**src/rtl/awb_pkg.sv**
```systemverilog
// Shared widths, state encoding and pixel helpers for the gray-world white-balance block.
package awb_pkg;

    localparam int unsigned SUM_W     = 32;
    localparam int unsigned FRAC_W    = 8;
    localparam int unsigned GAIN_W    = 10;
    localparam int unsigned PIX_W     = 24;
    localparam int unsigned CH_W      = 8;
    localparam int unsigned PROD_W    = CH_W + GAIN_W;
    localparam int unsigned SUMX_W    = SUM_W + 1;
    localparam int unsigned DIV_W     = SUM_W + FRAC_W;
    localparam int unsigned CNT_W     = $clog2(DIV_W + 1);
    localparam int unsigned GAIN_ONE  = 256;
    localparam int unsigned GAIN_MAX  = 1023;
    localparam int unsigned GAIN_MIN  = 64;

    typedef enum logic [1:0] {
        ST_IDLE,
        ST_DIV_R,
        ST_DIV_B,
        ST_UPDATE
    } awb_state_e;

    function automatic logic [CH_W-1:0] pix_r(input logic [PIX_W-1:0] p);
        return p[23:16];
    endfunction

    function automatic logic [CH_W-1:0] pix_g(input logic [PIX_W-1:0] p);
        return p[15:8];
    endfunction

    function automatic logic [CH_W-1:0] pix_b(input logic [PIX_W-1:0] p);
        return p[7:0];
    endfunction

    // Saturating accumulate: sticks at all-ones instead of wrapping.
    function automatic logic [SUM_W-1:0] sat_add(input logic [SUM_W-1:0] acc,
                                                 input logic [CH_W-1:0]  px);
        logic [SUMX_W-1:0] s;
        s = {1'b0, acc} + SUMX_W'(px);
        return s[SUM_W] ? '1 : s[SUM_W-1:0];
    endfunction

    // Round a Q.8 product back to 8 bits, saturating at 255.
    function automatic logic [CH_W-1:0] sat8(input logic [PROD_W-1:0] p);
        logic [PROD_W:0] s;
        s = {1'b0, p} + (PROD_W + 1)'(128);
        return (|s[PROD_W:16]) ? '1 : s[15:8];
    endfunction

    function automatic logic [GAIN_W-1:0] clamp_gain(input logic [DIV_W-1:0] q,
                                                     input logic             dz);
        if (dz)
            return GAIN_W'(GAIN_ONE);
        else if (q > DIV_W'(GAIN_MAX))
            return GAIN_W'(GAIN_MAX);
        else if (q < DIV_W'(GAIN_MIN))
            return GAIN_W'(GAIN_MIN);
        else
            return q[GAIN_W-1:0];
    endfunction

endpackage

```
**src/rtl/awb_gray_world_div.sv**
```systemverilog
// Restoring radix-2 unsigned divider, one quotient bit per cycle; start overrides abort.
module awb_gray_world_div
    import awb_pkg::*;
(
    input  logic               pre_clk,
    input  logic               rst_n,
    input  logic               start,
    input  logic               abort,
    input  logic [DIV_W-1:0]   dividend,
    input  logic [SUM_W-1:0]   divisor,
    output logic               busy,
    output logic               done,
    output logic [DIV_W-1:0]   quotient,
    output logic               div_zero
);

    logic [SUM_W:0]   rem;
    logic [SUM_W:0]   rem_sh;
    logic [SUM_W:0]   diff;
    logic [SUM_W-1:0] dvs;
    logic [CNT_W-1:0] cnt;
    logic             take;

    // Quotient shifts out its MSB into the partial remainder as result bits shift in.
    always_comb begin
        rem_sh = {rem[SUM_W-1:0], quotient[DIV_W-1]};
        diff   = rem_sh - {1'b0, dvs};
        take   = (rem_sh >= {1'b0, dvs});
    end

    always_ff @(posedge pre_clk) begin
        if (!rst_n) begin
            busy     <= 1'b0;
            done     <= 1'b0;
            cnt      <= '0;
            rem      <= '0;
            quotient <= '0;
            dvs      <= '0;
            div_zero <= 1'b0;
        end else begin
            done <= 1'b0;
            if (start) begin
                busy     <= 1'b1;
                cnt      <= CNT_W'(DIV_W);
                rem      <= '0;
                quotient <= dividend;
                dvs      <= divisor;
                div_zero <= (divisor == '0);
            end else if (abort) begin
                busy <= 1'b0;
            end else if (busy) begin
                rem      <= take ? diff : rem_sh;
                quotient <= {quotient[DIV_W-2:0], take};
                cnt      <= cnt - CNT_W'(1);
                if (cnt == CNT_W'(1)) begin
                    busy <= 1'b0;
                    done <= 1'b1;
                end
            end
        end
    end

endmodule

```
**src/rtl/awb_gray_world.sv**
```systemverilog
// Gray-world auto white balance: per-frame RGB sums -> R/B gains (G unity) -> 2-stage gain pipeline.
module awb_gray_world
    import awb_pkg::*;
(
    input  logic              pre_clk,
    input  logic              rst_n,
    input  logic              in_vs,
    input  logic              in_de,
    input  logic [PIX_W-1:0]  in_data,
    input  logic              awb_en,
    output logic              out_vs,
    output logic              out_de,
    output logic [PIX_W-1:0]  out_data,
    output logic [GAIN_W-1:0] gain_r,
    output logic [GAIN_W-1:0] gain_b,
    output logic              div_abort
);

    awb_state_e        state, state_nx;
    logic              in_vs_d;
    logic              fs_c;
    logic [SUM_W-1:0]  acc_r, acc_g, acc_b;
    logic [SUM_W-1:0]  snap_g, snap_b;
    logic              en_act;
    logic [GAIN_W-1:0] hold_r, hold_b;
    logic [GAIN_W-1:0] pending_r, pending_b;
    logic              pending_valid;

    logic              div_start_c, div_abort_c, div_kill_c;
    logic              hold_r_we_c, hold_b_we_c, pend_we_c;
    logic [DIV_W-1:0]  dividend_c;
    logic [SUM_W-1:0]  divisor_c;
    logic              div_busy, div_done, div_zero;
    logic [DIV_W-1:0]  div_q;

    logic [GAIN_W-1:0] gr_c, gb_c;
    logic [PROD_W-1:0] s1_r, s1_b;
    logic [CH_W-1:0]   s1_g;
    logic              s1_vs, s1_de;

    assign fs_c       = in_vs & ~in_vs_d;
    assign div_kill_c = fs_c & div_busy;

    // Statistics: the fs-cycle pixel already belongs to the new frame.
    always_ff @(posedge pre_clk) begin
        if (!rst_n) begin
            in_vs_d <= 1'b0;
            acc_r   <= '0;
            acc_g   <= '0;
            acc_b   <= '0;
            snap_g  <= '0;
            snap_b  <= '0;
        end else begin
            in_vs_d <= in_vs;
            if (fs_c) begin
                snap_g <= acc_g;
                snap_b <= acc_b;
                acc_r  <= in_de ? SUM_W'(pix_r(in_data)) : '0;
                acc_g  <= in_de ? SUM_W'(pix_g(in_data)) : '0;
                acc_b  <= in_de ? SUM_W'(pix_b(in_data)) : '0;
            end else if (in_de) begin
                acc_r <= sat_add(acc_r, pix_r(in_data));
                acc_g <= sat_add(acc_g, pix_g(in_data));
                acc_b <= sat_add(acc_b, pix_b(in_data));
            end
        end
    end

    always_ff @(posedge pre_clk) begin
        if (!rst_n)
            state <= ST_IDLE;
        else
            state <= state_nx;
    end

    // The R division launches straight from the accumulators in the fs cycle,
    // which hold exactly the values being snapshotted.
    always_comb begin
        state_nx    = state;
        div_start_c = 1'b0;
        div_abort_c = 1'b0;
        hold_r_we_c = 1'b0;
        hold_b_we_c = 1'b0;
        pend_we_c   = 1'b0;
        dividend_c  = {snap_g, {FRAC_W{1'b0}}};
        divisor_c   = snap_b;
        if (fs_c) begin
            div_start_c = 1'b1;
            div_abort_c = (state != ST_IDLE);
            dividend_c  = {acc_g, {FRAC_W{1'b0}}};
            divisor_c   = acc_r;
            state_nx    = ST_DIV_R;
        end else begin
            case (state)
                ST_IDLE: ;
                ST_DIV_R: begin
                    if (div_done) begin
                        hold_r_we_c = 1'b1;
                        div_start_c = 1'b1;
                        state_nx    = ST_DIV_B;
                    end
                end
                ST_DIV_B: begin
                    if (div_done) begin
                        hold_b_we_c = 1'b1;
                        state_nx    = ST_UPDATE;
                    end
                end
                ST_UPDATE: begin
                    pend_we_c = 1'b1;
                    state_nx  = ST_IDLE;
                end
            endcase
        end
    end

    awb_gray_world_div u_div (
        .pre_clk  (pre_clk),
        .rst_n    (rst_n),
        .start    (div_start_c),
        .abort    (div_kill_c),
        .dividend (dividend_c),
        .divisor  (divisor_c),
        .busy     (div_busy),
        .done     (div_done),
        .quotient (div_q),
        .div_zero (div_zero)
    );

    // Gain bookkeeping: active gains only move at a frame start.
    always_ff @(posedge pre_clk) begin
        if (!rst_n) begin
            gain_r        <= GAIN_W'(GAIN_ONE);
            gain_b        <= GAIN_W'(GAIN_ONE);
            en_act        <= 1'b0;
            hold_r        <= GAIN_W'(GAIN_ONE);
            hold_b        <= GAIN_W'(GAIN_ONE);
            pending_r     <= GAIN_W'(GAIN_ONE);
            pending_b     <= GAIN_W'(GAIN_ONE);
            pending_valid <= 1'b0;
            div_abort     <= 1'b0;
        end else begin
            div_abort <= div_abort_c;
            if (fs_c) begin
                en_act        <= awb_en;
                pending_valid <= 1'b0;
                if (pending_valid) begin
                    gain_r <= pending_r;
                    gain_b <= pending_b;
                end
            end else if (pend_we_c) begin
                pending_r     <= hold_r;
                pending_b     <= hold_b;
                pending_valid <= 1'b1;
            end
            if (hold_r_we_c)
                hold_r <= clamp_gain(div_q, div_zero);
            if (hold_b_we_c)
                hold_b <= clamp_gain(div_q, div_zero);
        end
    end

    assign gr_c = en_act ? gain_r : GAIN_W'(GAIN_ONE);
    assign gb_c = en_act ? gain_b : GAIN_W'(GAIN_ONE);

    // Two-stage apply pipeline: multiply, then round/saturate.
    always_ff @(posedge pre_clk) begin
        if (!rst_n) begin
            s1_r     <= '0;
            s1_b     <= '0;
            s1_g     <= '0;
            s1_vs    <= 1'b0;
            s1_de    <= 1'b0;
            out_vs   <= 1'b0;
            out_de   <= 1'b0;
            out_data <= '0;
        end else begin
            s1_r     <= PROD_W'(pix_r(in_data)) * PROD_W'(gr_c);
            s1_b     <= PROD_W'(pix_b(in_data)) * PROD_W'(gb_c);
            s1_g     <= pix_g(in_data);
            s1_vs    <= in_vs;
            s1_de    <= in_de;
            out_vs   <= s1_vs;
            out_de   <= s1_de;
            out_data <= {sat8(s1_r), s1_g, sat8(s1_b)};
        end
    end

endmodule
```
**config.mk**
```make
export PLATFORM = sky130hd
export DESIGN_NAME = awb_gray_world
export DESIGN_NICKNAME = d
export VERILOG_FILES = /design/src/rtl/awb_pkg.sv /design/src/rtl/awb_gray_world_div.sv /design/src/rtl/awb_gray_world.sv
export SDC_FILE = /design/constraint.sdc
export NUM_CORES = 1
export LEC_CHECK = 0
export ABC_AREA = 1
export ABC_CLOCK_PERIOD_IN_PS = 5500
export CAP_MARGIN = 20
export CORE_MARGIN = 2
export CORE_UTILIZATION = 30
export CTS_CLUSTER_SIZE = 40
export DETAILED_ROUTE_END_ITERATION = 12
export GPL_TIMING_DRIVEN = 0
export SLEW_MARGIN = 5
export SYNTH_ARGS = -nofsm -noshare
export SYNTH_HDL_FRONTEND = slang
export SYNTH_SLANG_ARGS = --single-unit
export TNS_END_PERCENT = 100
```
**constraint.sdc**
```tcl
create_clock -name pre_clk -period 5.5 [get_ports pre_clk]
set_clock_uncertainty 0.1 [all_clocks]
set_input_delay 0.825 -clock pre_clk [delete_from_list [all_inputs] [get_ports pre_clk]]
set_output_delay 0.825 -clock pre_clk [all_outputs]
set_load 0.005 [all_outputs]
```
# [After elaboration in Yosys (flattened, before gate mapping)]
# Cells that the tools add are included.
[op_classes] n_reduce_logical=18 eq_ne=9 bitwise_logic=7 order_cmp=3 muxes=45 add_sub_neg=7 mul=2
[ops] cell="32-bit two-way mux" n=11
[ops] cell="40-bit two-way mux" n=4
[ops] cell="32-bit by 8-bit adder with 33-bit output" n=3
[ops] cell="10-bit two-way mux" n=5
[ops] cell="40-bit by 10-bit greater-than comparator with 1-bit output (second input constant)" n=1
[ops] cell="40-bit by 7-bit < comparator with 1-bit output (second input constant)" n=1
[ops] cell="8-bit two-way mux" n=5
[ops] cell="18-bit by 8-bit adder with 19-bit output (second input constant)" n=2
[ops] cell="8-bit by 10-bit multiplier with 18-bit output" n=2
[ops] cell="33-bit by 32-bit >= comparator with 1-bit output" n=1
[ops] cell="32-bit logical NOT" n=1
[ops] cell="32-bit subtractor" n=1
[ops] cell="6-bit two-way mux" n=3
[ops] cell="1-bit two-way mux" n=14
[ops] cell="2-bit AND reduction" n=5
[ops] cell="6-bit by 1-bit equality test with 1-bit output (second input constant)" n=1
[ops] cell="3-bit by 2-bit != test with 1-bit output (second input constant)" n=2
[ops] cell="2-bit case mux with 3 select lines" n=1
[ops] cell="3-bit AND reduction" n=2
[ops] cell="2-bit nonzero test" n=3
[ops] cell="3-bit OR reduction" n=2
[ops] cell="6-bit by 1-bit subtractor with 6-bit output (second input constant)" n=1
[ops] cell="1-bit NOT" n=5
[ops] cell="2-bit equality test (second input constant)" n=2
[ops] cell="other kinds (9)" n=13
[totals] wordCells=123 register_bits=410

# [Longest topological paths before layout]
[depth] word_depth=5 depth_mapped=23 mapped_depth_nobuf=21

# [Hierarchy]
# A second synthesis with hierarchy kept.
[unflattened] hier_cells=4143 hier_area_um2=27358.7
[by_module_without_submodules] mod="awb_gray_world" cells_each=2986 area_each_um2=20130.6 instances=1
[by_module_without_submodules] mod="awb_gray_world_div" cells_each=1157 area_each_um2=7228.2 instances=1

# [Least setup slack after synthesis]
# OpenSTA, ideal clock, no wires.
[synth_path] kind="in2reg" startpoint="input in_data[6]" endpoint="register s1_b[16]" required_ns=5.285 stages=17 setup_ns=0.115 path_buffers=0 setup_slack_ns=0.797 arrival_ns=4.488 cell_sequence="clkinv_1 > nor2_1 > fa_1 > fa_1 > fa_1 > inv_1 > fa_1 > inv_1 > ha_1 > a21oi_1 > inv_1 > a21oi_1 > inv_1 > a221oi_1 > nand3_1 > nand2_1 > nor2_1"
[synth_via] elab_chain_cells=1
[synth_lines] item="from (decl)" line_no="awb_gray_world.sv:9" source="input logic [PIX_W-1:0] in_data,"
[synth_lines] item="8-bit by 10-bit multiplier with 18-bit output" line_no="awb_gray_world.sv:179" source="s1_b <= PROD_W'(pix_b(in_data)) * PROD_W'(gb_c);"
[synth_lines] item="to (signal assigned)" line_no="awb_gray_world.sv:179"
[synth_lines] item="to (decl)" line_no="awb_gray_world.sv:37" source="logic [PROD_W-1:0] s1_r, s1_b;"
# Every way passes these cells.
# A chain may end at the register's enable or synchronous reset.

# [Worst setup path in the final report]
[layout_path] startpoint="input in_data[23]" endpoint="register s1_r[12]"
[layout_via] elab_chain_cells=1
[layout_lines] item="8-bit by 10-bit multiplier with 18-bit output" line_no="awb_gray_world.sv:178" source="s1_r <= PROD_W'(pix_r(in_data)) * PROD_W'(gr_c);"
[layout_lines] item="to (signal assigned)" line_no="awb_gray_world.sv:178"
[layout_lines] item="to (decl)" line_no="awb_gray_world.sv:37"
# Every way passes these cells.

==> impl_results.md <==
- Final total power: about 8000 uW
- Vias per cell: about 4.8
- Max-cap violations: 0
- Fraction of registers with async set/reset: 0%
- Final Util: 34.9%
- Die Y: 301 um
- DRT Pass-1 Iters: 6
- Drt total wl: between 80000 and 90000 um
- Num CTS Buffers: 46
- Setup crit end kind: flip-flop
- Drt wl/cell: 16.1 um
- F_max: 189 MHz
- DRT iter0 DRCs: approximately 1700
- PwrDens: around 270 mW/mm^2
- Final #Nets: 4259
- CTS tree: yes
- Post-synth EDFFs: 0
- Final Hold Vio Count: 0
- Yosys reg bits: around 400
- Slew margin rel.: a little under two fifths
- Mapped Area: ~0.026 mm^2
- Hold slack: around 0.32 ns
- GP Congestion: 0.922
- Fin crit share: 96.4%
- Leakage: ~0.014 uW
- Largest net degree at the start of global routing: 15
- Reg clk slew, reported paths: ~0.060 ns
- Starting Density: around 30%
- Routed Antenna Nets: 0
- Worst Path Max Fanout: 8
- Cell variety after synth: 58
- Sequential cell area fraction in the yosys report: 30.0%
- Drt drc: 0
- Vias: 25100
- Core ar.: 0.0870 mm^2
- Die width: roughly 300 um
- Synth warnings: 0
- Fillcell total: roughly 9500
- Crit path kind: input port to flip-flop
- CTS Hold Buffers Added: 0
- Die area: 0.0903 mm^2
- Final setup violating endpoints: 0
- CP Data Required Time: ~5.9 ns
- Worst Hold Class: flip-flop to flip-flop
- WP data arrival: 5.71 ns
- Ports: between 70 and 80
- Global-route wire length before repair: 130000 um
- Multi-input gate area: 0.0156 mm^2
- Clk_lat worst skew: just over 0.6 ns
- Worst slew pin tran: 0.944 ns
- Clk buf depth: 3
- Max IR drop VDD: 0.000223 V
- Avg Inst Size Synth: between 6 and 7 um^2
- Ys flop type: dfxtp_1
- CTS root buf: clkbuf_16
- Syn nets: between 4000 and 5000
- Port Buf Inserts: 75
- Setup TNS: 0 ns
- Slew Limit Fails: 0
- Vias in the first global route: roughly 23000
- Post-Synthesis Cells: slightly below 4000
- H-Tree Depth: 2
- Unrepaired setup endpoints after global routing: no
- Global Route Usage Sum: between 15 and 20%
- Row Count: around 110
- Reg area: a little under 0.008 mm^2
- GRT overflow: 0
- Fin crit period: 5.30 ns
- CP Launch Type: input port
- Area delta synth->final: 15.1%
- HPWL Detailed: ~66000 um
- Status: complete, no violations
- Diodes inserted: 0
- Initial antenna violation count: 1
- Layout cells sized above 1: slightly below 7%
- Clock sink total: roughly 400
## final timing paths
path,startpoint,endpoint,slack [ns],cells after the start
max,in_data[23],s1_r[12],0.20,15
min,s1_g[7],out_data[15],0.32,2
max reg2reg,en_act,s1_r[12],0.27,16
min reg2reg,s1_g[7],out_data[15],0.32,2
## power by group
part	internal (uW)	leakage [uW]	switching, uW	total [uW]
logic	608	0.0102	1260	1870
registers	2950	0.00321	55.7	3010
clock network	1940	0.000778	1340	3280
## state kept, by name (all words and copies together) (netlist names), 2 cells and up
register,count
hold_r,10
snap_g,32
s1_b,11
hold_b,10
snap_b,32
s1_r,11
out_data,24
pending_r,10
u_div.dvs,32
pending_b,10
u_div.rem,32
state,2
u_div.cnt,6
s1_g,8
u_div.quotient,40
gain_b,10
gain_r,10
acc_b,32
acc_r,32
acc_g,32
## critical path, stage by stage
cell,delay [ns]
clkdlybuf4s50_1,0.70
inv_1,0.28
nor2_1,0.22
fa_1,0.45
fa_1,0.53
fa_1,0.54
inv_1,0.05
fa_1,0.53
inv_1,0.04
ha_1,0.36
a21oi_1,0.24
o21ai_0,0.20
a311oi_1,0.42
o21ai_0,0.13
a21oi_1,0.19
## kinds of logic after synthesis
| family | Yosys count | share of synthesized area, % |
|---|---|---|
| xor gates and xnor gates | 64 | 2.12 |
| buffers and inverters | 718 | 10.7 |
| and+or+nand+nor | 1826 | 29.5 |
| DFF | 396 | 30.0 |
| muxes | 21 | 0.797 |
| adders and majority gates | 234 | 13.9 |
| AOI/OAI and AO/OA | 599 | 12.9 |
## metrics by stage
| step | worst slack [ns] | instances | cell area, um^2 |
|---|---|---|---|
| final | 0.200 | 5189 | 30400 |
| after global routing | 0.00385 | 5189 | 30400 |
| after CTS | 0.0171 | 5174 | 30200 |
| after detailed placement | -0.551 | 5088 | 28600 |
| after global placement | -0.508 | 5088 | 28600 |
| after floorplan | 0.797 | 3858 | 26400 |
## area by class of cell
| class | count | share of cell area [%] |
|---|---|---|
| Sequential cell | 396 | 26.1 |
| Timing Repair inverter | 1 | 0.0165 |
| Tap cell | 1155 | 4.76 |
| Clock inverter | 27 | 1.10 |
| Buffer | 130 | 2.07 |
| Multi-Input combinational cell | 2744 | 51.5 |
| Clock buffer | 59 | 4.22 |
| Timing Repair Buffer | 89 | 2.87 |
| Inverter | 588 | 7.38 |
## cell usage in the layout (no fill, tap or decap), types with 18 or more instances in the layout
| cell | n |
|---|---|
| a21oi_1 | 246 |
| a21oi_2 | 19 |
| nor3_1 | 34 |
| clkbuf_16 | 47 |
| nand3_2 | 21 |
| o21a_1 | 20 |
| inv_2 | 18 |
| nand3_1 | 210 |
| xor2_1 | 47 |
| buf_2 | 25 |
| o22ai_1 | 38 |
| dfxtp_1 | 396 |
| nor4_1 | 18 |
| nor2_1 | 432 |
| nand3b_1 | 22 |
| buf_4 | 19 |
| clkbuf_1 | 86 |
| o21ai_1 | 34 |
| nand2_2 | 22 |
| clkdlybuf4s50_1 | 69 |
| nand4_1 | 25 |
| ha_1 | 136 |
| fa_1 | 98 |
| o21ai_0 | 169 |
| mux2i_1 | 21 |
| o211ai_1 | 25 |
| inv_1 | 560 |
| nand2_1 | 996 |
## per-layer routing
metal  up-vias  routed length, um  part of all wire [%]  track usage (%)
met5         -                  0                     0                0
met4         0               1730                   2.1             4.37
met3       109               5140                   6.1             2.41
met2       700              37700                    45             29.5
met1     11700              39100                    47             25.3
li1      12600                  -                     -                -
## cells in the mapped netlist, types with 17 or more instances
| cell | number | area (um^2) |
|---|---|---|
| nor4_1 | 18 | 113 |
| nor2_1 | 432 | 1620 |
| inv_2 | 18 | 67.6 |
| clkbuf_1 | 82 | 308 |
| nand3_1 | 210 | 1050 |
| nor3_1 | 34 | 170 |
| nand3_2 | 21 | 210 |
| o22ai_1 | 38 | 238 |
| xnor2_1 | 17 | 149 |
| mux2i_1 | 21 | 210 |
| nand4_1 | 25 | 156 |
| xor2_1 | 47 | 412 |
| o21ai_1 | 34 | 170 |
| inv_1 | 561 | 2110 |
| o211ai_1 | 25 | 188 |
| nand3b_1 | 22 | 165 |
| o21ai_0 | 169 | 846 |
| dfxtp_1 | 396 | 7930 |
| nand2_1 | 1000 | 3750 |
| ha_1 | 136 | 1700 |
| buf_2 | 24 | 120 |
| fa_1 | 98 | 1960 |
| a21oi_1 | 246 | 1230 |
| o21a_1 | 20 | 150 |
| nand2_2 | 18 | 113 |
| a21oi_2 | 19 | 166 |
## what timing repair did
item                       in CTS  in global routing
setup endpoints to repair       0                 11
setup buffers                   0                 14
resized for setup               0                 24
No activity file was read; power rests on OpenSTA's default activity.
